File: src/rtl/zir_pkg.sv
// Shared definitions for the IR frame upload receiver: FSM encoding,
// header bytes and error codes.
package zir_pkg;

  typedef enum logic [2:0] {
    ST_IDLE,
    ST_SYNC2,
    ST_PIX_HI,
    ST_PIX_LO,
    ST_CHKSUM
  } state_t;

  localparam logic [7:0] SYNC_B0 = 8'h55;
  localparam logic [7:0] SYNC_B1 = 8'hAA;

  localparam logic [1:0] ERR_NONE    = 2'b00;
  localparam logic [1:0] ERR_CSUM    = 2'b01;
  localparam logic [1:0] ERR_TIMEOUT = 2'b10;

endpackage

File: src/rtl/zir_rx_watchdog.sv
// Inter-byte idle watchdog: counts armed cycles without a kick and pulses
// expire on the cycle the idle count reaches TIMEOUT_CYC.
module zir_rx_watchdog #(
  parameter int TIMEOUT_CYC = 250000
) (
  input  logic clk,
  input  logic rst_n,
  input  logic arm,
  input  logic kick,
  output logic expire
);

  localparam int CNT_W = $clog2(TIMEOUT_CYC + 1);
  localparam logic [CNT_W-1:0] CNT_LAST = CNT_W'(TIMEOUT_CYC - 1);

  logic [CNT_W-1:0] cnt_reg;

  // cnt_reg holds idle cycles already elapsed, so the current idle cycle is
  // number cnt_reg+1; a kick in the same cycle always wins.
  assign expire = arm && !kick && (cnt_reg == CNT_LAST);

  always_ff @(posedge clk or negedge rst_n) begin
    if (!rst_n) begin
      cnt_reg <= '0;
    end else if (!arm || kick || expire) begin
      cnt_reg <= '0;
    end else begin
      cnt_reg <= cnt_reg + 1'b1;
    end
  end

endmodule

File: src/rtl/zir_frame_receiver.sv
// IR frame upload receiver: hunts the 0x55 0xAA header, reassembles 16-bit
// pixels with line/frame markers and verifies the trailing checksum byte.
module zir_frame_receiver
  import zir_pkg::*;
#(
  parameter int PIX_PER_LINE = 256,
  parameter int LINES        = 192,
  parameter int TIMEOUT_CYC  = 250000
) (
  input  logic        iClk,
  input  logic        iRst_N,
  input  logic        iEn,
  input  logic [7:0]  iRxData,
  input  logic        iRxRdy,
  output logic [15:0] oPixData,
  output logic        oPixValid,
  output logic        oLineEnd,
  output logic        oFrameEnd,
  output logic        oFrameDone,
  output logic        oFrameErr,
  output logic [1:0]  oErrCode,
  output logic        oBusy
);

  localparam int COL_W = (PIX_PER_LINE > 1) ? $clog2(PIX_PER_LINE) : 1;
  localparam int ROW_W = (LINES > 1) ? $clog2(LINES) : 1;
  localparam logic [COL_W-1:0] COL_LAST = COL_W'(PIX_PER_LINE - 1);
  localparam logic [ROW_W-1:0] ROW_LAST = ROW_W'(LINES - 1);

  state_t           state_reg, state_next;
  logic [COL_W-1:0] col_reg;
  logic [ROW_W-1:0] row_reg;
  logic [7:0]       csum_reg;
  logic [7:0]       hi_reg;
  logic             last_col, last_row;
  logic             wd_arm, wd_expire;

  assign last_col = (col_reg == COL_LAST);
  assign last_row = (row_reg == ROW_LAST);
  assign wd_arm   = (state_reg != ST_IDLE) && iEn;
  assign oBusy    = (state_reg != ST_IDLE);

  zir_rx_watchdog #(
    .TIMEOUT_CYC (TIMEOUT_CYC)
  ) u_watchdog (
    .clk    (iClk),
    .rst_n  (iRst_N),
    .arm    (wd_arm),
    .kick   (iRxRdy),
    .expire (wd_expire)
  );

  always_ff @(posedge iClk or negedge iRst_N) begin
    if (!iRst_N) begin
      state_reg <= ST_IDLE;
    end else begin
      state_reg <= state_next;
    end
  end

  always_comb begin
    state_next = state_reg;
    if (!iEn) begin
      state_next = ST_IDLE;
    end else if (iRxRdy) begin
      case (state_reg)
        ST_IDLE: begin
          if (iRxData == SYNC_B0) state_next = ST_SYNC2;
        end
        ST_SYNC2: begin
          if (iRxData == SYNC_B1)      state_next = ST_PIX_HI;
          else if (iRxData != SYNC_B0) state_next = ST_IDLE;
        end
        ST_PIX_HI: state_next = ST_PIX_LO;
        ST_PIX_LO: state_next = (last_col && last_row) ? ST_CHKSUM : ST_PIX_HI;
        ST_CHKSUM: state_next = ST_IDLE;
        default:   state_next = ST_IDLE;
      endcase
    end else if (wd_expire) begin
      state_next = ST_IDLE;
    end
  end

  always_ff @(posedge iClk or negedge iRst_N) begin
    if (!iRst_N) begin
      col_reg    <= '0;
      row_reg    <= '0;
      csum_reg   <= '0;
      hi_reg     <= '0;
      oPixData   <= '0;
      oPixValid  <= 1'b0;
      oLineEnd   <= 1'b0;
      oFrameEnd  <= 1'b0;
      oFrameDone <= 1'b0;
      oFrameErr  <= 1'b0;
      oErrCode   <= ERR_NONE;
    end else begin
      oPixValid  <= 1'b0;
      oLineEnd   <= 1'b0;
      oFrameEnd  <= 1'b0;
      oFrameDone <= 1'b0;
      oFrameErr  <= 1'b0;
      if (!iEn) begin
        col_reg  <= '0;
        row_reg  <= '0;
        csum_reg <= '0;
      end else if (iRxRdy) begin
        case (state_reg)
          ST_SYNC2: begin
            if (iRxData == SYNC_B1) begin
              col_reg  <= '0;
              row_reg  <= '0;
              csum_reg <= '0;
              oErrCode <= ERR_NONE;
            end
          end
          ST_PIX_HI: begin
            hi_reg   <= iRxData;
            csum_reg <= csum_reg + iRxData;
          end
          ST_PIX_LO: begin
            oPixData  <= {hi_reg, iRxData};
            oPixValid <= 1'b1;
            oLineEnd  <= last_col;
            oFrameEnd <= last_col && last_row;
            csum_reg  <= csum_reg + iRxData;
            if (last_col) begin
              col_reg <= '0;
              row_reg <= last_row ? '0 : row_reg + 1'b1;
            end else begin
              col_reg <= col_reg + 1'b1;
            end
          end
          ST_CHKSUM: begin
            if (iRxData == csum_reg) begin
              oFrameDone <= 1'b1;
            end else begin
              oFrameErr <= 1'b1;
              oErrCode  <= ERR_CSUM;
            end
          end
          default: ;
        endcase
      end else if (wd_expire) begin
        oFrameErr <= 1'b1;
        oErrCode  <= ERR_TIMEOUT;
      end
    end
  end

endmodule
File: config.mk
export PLATFORM = sky130hd
export DESIGN_NAME = zir_frame_receiver
export DESIGN_NICKNAME = d
export VERILOG_FILES = /design/src/rtl/zir_pkg.sv /design/src/rtl/zir_rx_watchdog.sv /design/src/rtl/zir_frame_receiver.sv
export SDC_FILE = /design/constraint.sdc
export NUM_CORES = 1
export LEC_CHECK = 0
export ABC_CLOCK_PERIOD_IN_PS = 6200
export BUFFER_PORTS_ARGS = -buffer_cell sky130_fd_sc_hd__buf_2
export CORE_MARGIN = 4
export CORE_UTILIZATION = 30
export DETAILED_ROUTE_END_ITERATION = 16
export RECOVER_POWER = 100
export SYNTH_ARGS = -nofsm -noshare
export SYNTH_HDL_FRONTEND = slang
export SYNTH_SLANG_ARGS = --single-unit
File: constraint.sdc
create_clock -name iClk -period 6.2 [get_ports iClk]
set_clock_uncertainty 0.2 [all_clocks]
set_input_delay 0 -clock iClk [delete_from_list [all_inputs] [get_ports iClk]]
set_output_delay 0 -clock iClk [all_outputs]
set_load 0.03 [all_outputs]
==> reports/metrics.yaml, run 1 <==
status:
  outcome: "complete, no violations"
placement:
  place_hpwl_mm: 5.981
  place.gp.congestion: 0.8854
  portBuffers: 35
setup_path:
  path_class: "register to register"
  critPathLaunchType: "register"
  crit_required_ns: 6.23
  timing.critical_path.arrival_ns: 2.83
  cp-end-kind: "register"
  cp_max_fo: 21
sta:
  hold_viol_final: 0
  fraction_of_the_cycle_the_final_worst_path_needs_pct: 45.18
  maxClockFrequency_ghz: 0.3570
  final-setup-viol-count: 0
  timing.final.crit_period_ns: 2.801
  maxSlewViolCount: 0
  worst_pin_slew_ns: 1.314
  timing.setup.tns_ns: 0
  grt_setup_unrepaired: "no"
  max_slew_headroom_pct: 11.98
detailed_routing:
  post_drt_wl_per_cell_um: 13.91
  post-route-drc-count: 0
  drt_pass1_iterations: 4
  drt.antenna.violating_nets: 0
  avg_vias_per_cell: 4.951
  drtIter0Drc: 285
  routed-via-count: 3109
  wirelength_mm: 8.738
cts:
  cts_buffer_depth: 2
  clock_tree.root_cell: "clkbuf_16"
  cts_htree_levels: 3
  cts_tree: "yes"
  clk_latency_ns: 0.34
  cts.sink_count: 76
  clk_transition_reported_paths_ns: 0.06
  postCtsSetupRepairBufs: 0
  cts-buffers-inserted: 9
yosys:
  postSynth.topFlopCell: "dfrtp_1"
  syn_avg_cell_area_um2: 9.609
  post-synth-top-area-fraction_pct: 48.75
  post_synth_instance_area_um2: 3901
  synth_fp_nets: 429
  synthCells: 406
  synth.distinct_cells: 55
  synth-edff-count: 0
  ys_seq_elements: 76
  yosys_warnings: 0
  netlist_top_cells_area: "dfrtp_1 (49%), nand2_1 (6.7%), mux2_2 (3.5%), ha_1 (3.2%), nor2_1 (3.2%)"
  netlist.top_cell.by_area: "dfrtp_1"
  asyncSetResetFlopFracSynth_pct: 100.0
  ys_seq_area_share_pct: 48.75
job:
  max_cap_viol_count: 0
power_and_ir_drop:
  power_density_nw_per_um2: 247.7
  leakagePower_uw: 0.002124
  max-vdd-ir-drop_mv: 0.1148
  total_power_uw: 1142
grt:
  global_route.usage.total_pct: 12.46
  initial_antenna_violation_count: 0
  grt_first_pass_wirelength_mm: 14.79
  grt_start_max_net_pins: 77
  grt_remaining_overflow: 0
  grt_pass1_vias: 3092
die:
  floorplan.die.height_um: 122.0
  initial_core_util_pct: 30.79
  rows: 41
  ioPinCount: 36
  core-area_um2: 12670
  dieArea_um2: 14890
  die_w_um: 122.0
final_layout:
  final_net_count: 474
  antennaDiodeCount: 0
  drive_gt1_share_pct: 9.649
  most_frequent_standard_cell_in_the_layout_excluding_fill_and_tap_cells: "dfrtp_1"
  largest_register_ffs: 18
  final_cell_mix: "dfrtp_1 (76), nand2_1 (70), nor2_1 (34)"
  fillerInstances: 1292
  flow.area_growth_from_synthesis_pct: 18.22
min_path:
  holdCritPathClass: "primary input to asynchronous set/reset pin"
## cell type report
type | count | area, um^2 | area share (%)
multi-input combinational | 301 | 1853 | 40.18
tap | 172 | 215.2 | 4.666
timing repair buffer | 46 | 256.5 | 5.562
inverter | 17 | 63.81 | 1.384
clock inverter | 7 | 96.34 | 2.089
clock buffer | 9 | 225.2 | 4.883
sequential | 76 | 1902 | 41.24
## cells in the mapped netlist (3+ instances only)
| master | n |
|---|---|
| dfrtp_1 | 76 |
| nand2_1 | 70 |
| nor2_1 | 33 |
| o21ai_0 | 22 |
| nand3_1 | 19 |
| inv_1 | 17 |
| and3_1 | 12 |
| mux2_2 | 12 |
| xor2_1 | 11 |
| buf_2 | 10 |
| ha_1 | 10 |
| xnor2_1 | 10 |
| a21oi_1 | 9 |
| nand4_1 | 9 |
| nor3_1 | 9 |
| o31ai_1 | 7 |
| a21o_1 | 5 |
| and2_1 | 5 |
| and4_1 | 4 |
| nor4_1 | 4 |
| and4bb_2 | 3 |
| o2111ai_1 | 3 |
| o211ai_1 | 3 |
| or3_1 | 3 |
## path summary, 6_finish.rpt
| kind | cells after the start | to | slack [ns] | from |
|---|---|---|---|---|
| hold reg to reg | 1 | u_watchdog.cnt_reg[0] | 0.26 | u_watchdog.cnt_reg[0] |
| max in group asynchronous | 2 | u_watchdog.cnt_reg[14] | 5.02 | iRst_N |
| setup / recovery | 6 | state_reg[2] | 3.40 | state_reg[2] |
| min in group iClk | 1 | u_watchdog.cnt_reg[0] | 0.26 | u_watchdog.cnt_reg[0] |
| hold / removal | 2 | col_reg[7] | 0.17 | iRst_N |
| setup reg to reg | 6 | state_reg[2] | 3.40 | state_reg[2] |
## logic make-up after synthesis
kind of cell	Yosys count	share of synthesized area, %
multiplexers	14	3.977
buffers and inverters	29	3.111
AND/OR/NAND/NOR	188	24.47
XOR/XNOR	21	4.714
AO/OA/AOI/OAI	67	11.26
adder cells (fa/ha/maj)	11	3.720
flip-flops	76	48.75
## metrics by stage
step                      instances  utilization (%)  area (um^2)  worst slack [ns]  hold slack (ns)
after floorplan                 406                -         3901             4.070          -0.4956
after global placement          601            33.44         4237             3.495          0.01357
after detailed placement        601            33.44         4237             3.402          0.02432
after CTS                       628            36.84         4668             3.386           0.2012
after global routing            628            36.40         4612             3.174           0.2775
final                           628            36.40         4612             3.399           0.1664
## power breakdown
| group | switching, uW | internal [uW] | total [uW] |
|---|---|---|---|
| sequential | 5.51 | 504 | 509 |
| combinational | 47.4 | 23.1 | 70.4 |
| clock | 208 | 354 | 563 |
| total | 261 | 881 | 1140 |
## repair_timing
item | in CTS | in global routing
endpoints found under the hold margin | 101 | 0
resized for setup | 0 | 0
hold buffers | 11 | 0
## metal layers
metal  part of all wire (%)  up-vias  track usage [%]
met5                      0        -                0
met4                    1.1        0            3.641
met3                    5.1        9            3.714
met2                     46       55            20.30
met1                     48     1522            16.04
li1                       -     1523                -
## critical path, stage by stage (launching register included)
cell,delay (ns)
dfrtp_1,0.45
and2b_1,0.25
and3_1,0.27
nand2_1,0.53
inv_1,0.50
and3_1,0.33
a21o_1,0.15
No activity file was read; power rests on OpenSTA's default activity.
==> run 2, diff against run 1 <==
Settings changed: ABC_CLOCK_PERIOD_IN_PS 6200 to 2400.
Clock period 6.2 ns to 2.4 ns, I/O delays scaled along.
==> run 2 against run 1 <==
- the flow now finishes with violations (capacitance limit, slew limit)
- setup slack worse by 3.2 ns
- via count is 2.1% higher
- final cell count is 1.1% higher
- sequential power grew to 2.6 times the previous value
- combinational power grew to 2.6 times the previous value
- core utilization is 0.47 points higher
- design area is 1.3% higher
- critical path type is now primary input to register
- highest routed layer unchanged
==> reports/metrics.yaml, run 2 (synthesized netlist as in run 1, its figures left out) <==
power_and_ir_drop:
  max-vdd-ir-drop_mv: 0.5021
  total_power_uw: 2944
  leakagePower_uw: 0.002156
  power_density_nw_per_um2: 630.1
grt:
  grt_first_pass_wirelength_mm: 15.32
  grt_pass1_vias: 3121
  grt_remaining_overflow: 0
  initial_antenna_violation_count: 0
  grt_start_max_net_pins: 77
  global_route.usage.total_pct: 12.91
cts:
  cts.sink_count: 76
  cts-buffers-inserted: 9
  clock_tree.root_cell: "clkbuf_16"
  cts_htree_levels: 3
  cts_buffer_depth: 2
  postCtsSetupRepairBufs: 0
  clk_latency_ns: 0.34
  cts_tree: "yes"
  ctsResizeCount: 0
  clk_transition_reported_paths_ns: 0.06
placement:
  portBuffers: 35
  dpl-instance-area_um2: 4297
  dpl_worst_slack_ns: 0.2150
  place.gp.congestion: 0.8207
  place_hpwl_mm: 6.216
final_layout:
  drive_gt1_share_pct: 11.88
  final_cell_mix: "dfrtp_1 (76), nand2_1 (70), nor2_1 (33)"
  final_net_count: 482
  most_frequent_standard_cell_in_the_layout_excluding_fill_and_tap_cells: "dfrtp_1"
  largest_register_ffs: 18
  flow.area_growth_from_synthesis_pct: 19.76
  antennaDiodeCount: 0
  postLayoutCellArea_um2: 4672
setup_path:
  cp_slowest_stage_delay_ns: 0.54
  timing.critical_path.slowest_stage_cell: "dlygate4sd3_1"
  worst_path_cell_chain: "dlygate4sd3_1, buf_2, ha_1, fa_1, a21o_1, a21o_1, a21oi_1, mux2i_1, o211ai_1"
  cp_max_fo: 5
  path_class: "primary input to register"
  cp-end-kind: "register"
  crit_path_frequent_cell: "a21o_1"
  timing.critical_path.arrival_ns: 2.19
  crit_required_ns: 2.40
  critPathLaunchType: "primary input"
die:
  initial_core_util_pct: 30.79
  ioPinCount: 36
  rows: 41
  dieArea_um2: 14890
  die_w_um: 122.0
  floorplan.die.height_um: 122.0
  core-area_um2: 12670
detailed_routing:
  post_drt_wl_per_cell_um: 14.21
  avg_vias_per_cell: 4.998
  routed-via-count: 3174
  wirelength_mm: 9.025
  post-route-drc-count: 0
  drt_pass1_iterations: 4
  drtIter0Drc: 137
  drt.antenna.violating_nets: 0
sta:
  fraction_of_the_cycle_the_final_worst_path_needs_pct: 91.47
  fin_ws_ns: 0.2047
  grt_setup_unrepaired: "no"
  timing.setup.tns_ns: 0
  timing.final.crit_period_ns: 2.195
  hold_viol_final: 0
  maxSlewViolCount: 77
  final-setup-viol-count: 0
  worst_pin_slew_ns: 1.719
  maxClockFrequency_ghz: 0.4555
  max_slew_headroom_pct: -14.62
status:
  outcome: "finished with violations"
  failing_checks: "capacitance limit, slew limit"
min_path:
  holdCritPathClass: "register to register"
job:
  max_cap_viol_count: 1
run 2: changes by cell type in the layout (fill, tap and decap cells not counted), moves of 2 or more:
cell,previous run,this run
clkbuf_2,0,4
buf_2,9,11
buf_4,1,3
inv_6,2,0
nor3_1,11,9
nor3_2,0,2
run 2: per-stage QoR:
step | hold WS (ns) | util (%) | std cells
floorplan | -0.4956 | - | 406
global placement | 0.01827 | 33.91 | 609
detailed placement | 0.02933 | 33.91 | 609
CTS | 0.2169 | 37.28 | 635
global route | 0.2908 | 36.87 | 635
finish | 0.2485 | 36.87 | 635
run 2: metal layers:
layer	up-vias	wire length [um]	GRT usage, %
met2	69	4162	19.72
met3	8	433	4.085
met5	-	0	0
met4	0	80	4.412
met1	1553	4349	17.33
li1	1544	-	-
run 2: critical path: cells and delay by family:
| family | cells | cell delay [ns] |
|---|---|---|
| adders and majority gates | 2 | 0.64 |
| AOI/OAI and AO/OA | 4 | 0.65 |
| muxes | 1 | 0.21 |
| buffers and inverters | 2 | 0.70 |
run 2: worst paths after layout:
path | depth (start not counted) | startpoint | end | slack, ns
worst max-delay path | 9 | iRxData[0] | csum_reg[6] | 0.20
worst min-delay path | 1 | u_watchdog.cnt_reg[0] | u_watchdog.cnt_reg[0] | 0.25
worst max register to register | 7 | csum_reg[0] | csum_reg[6] | 0.21
worst min register to register | 1 | u_watchdog.cnt_reg[0] | u_watchdog.cnt_reg[0] | 0.25
max in group asynchronous | 2 | iRst_N | u_watchdog.cnt_reg[10] | 0.50
min in group asynchronous | 2 | iRst_N | col_reg[3] | 0.49
run 2: where the power goes:
part	switching (uW)	internal (uW)
registers	14.3	1300
clock network	510	933
logic	123	62.5
run 2: repair_timing:
action / 4_1_cts / 5_1_grt
setup endpoints to repair: 0 / 0
hold buffers: 11 / 0
endpoints found under the hold margin: 101 / 0
run 2: area by class of cell:
class	count	area (um^2)
inverters	17	63.81
clock inverters	4	73.82
multi-input cells	301	1873
clock buffers	11	242.7
well taps	172	215.2
repair buffers	54	301.5
fillers	1293	7999
flip-flops and latches	76	1902
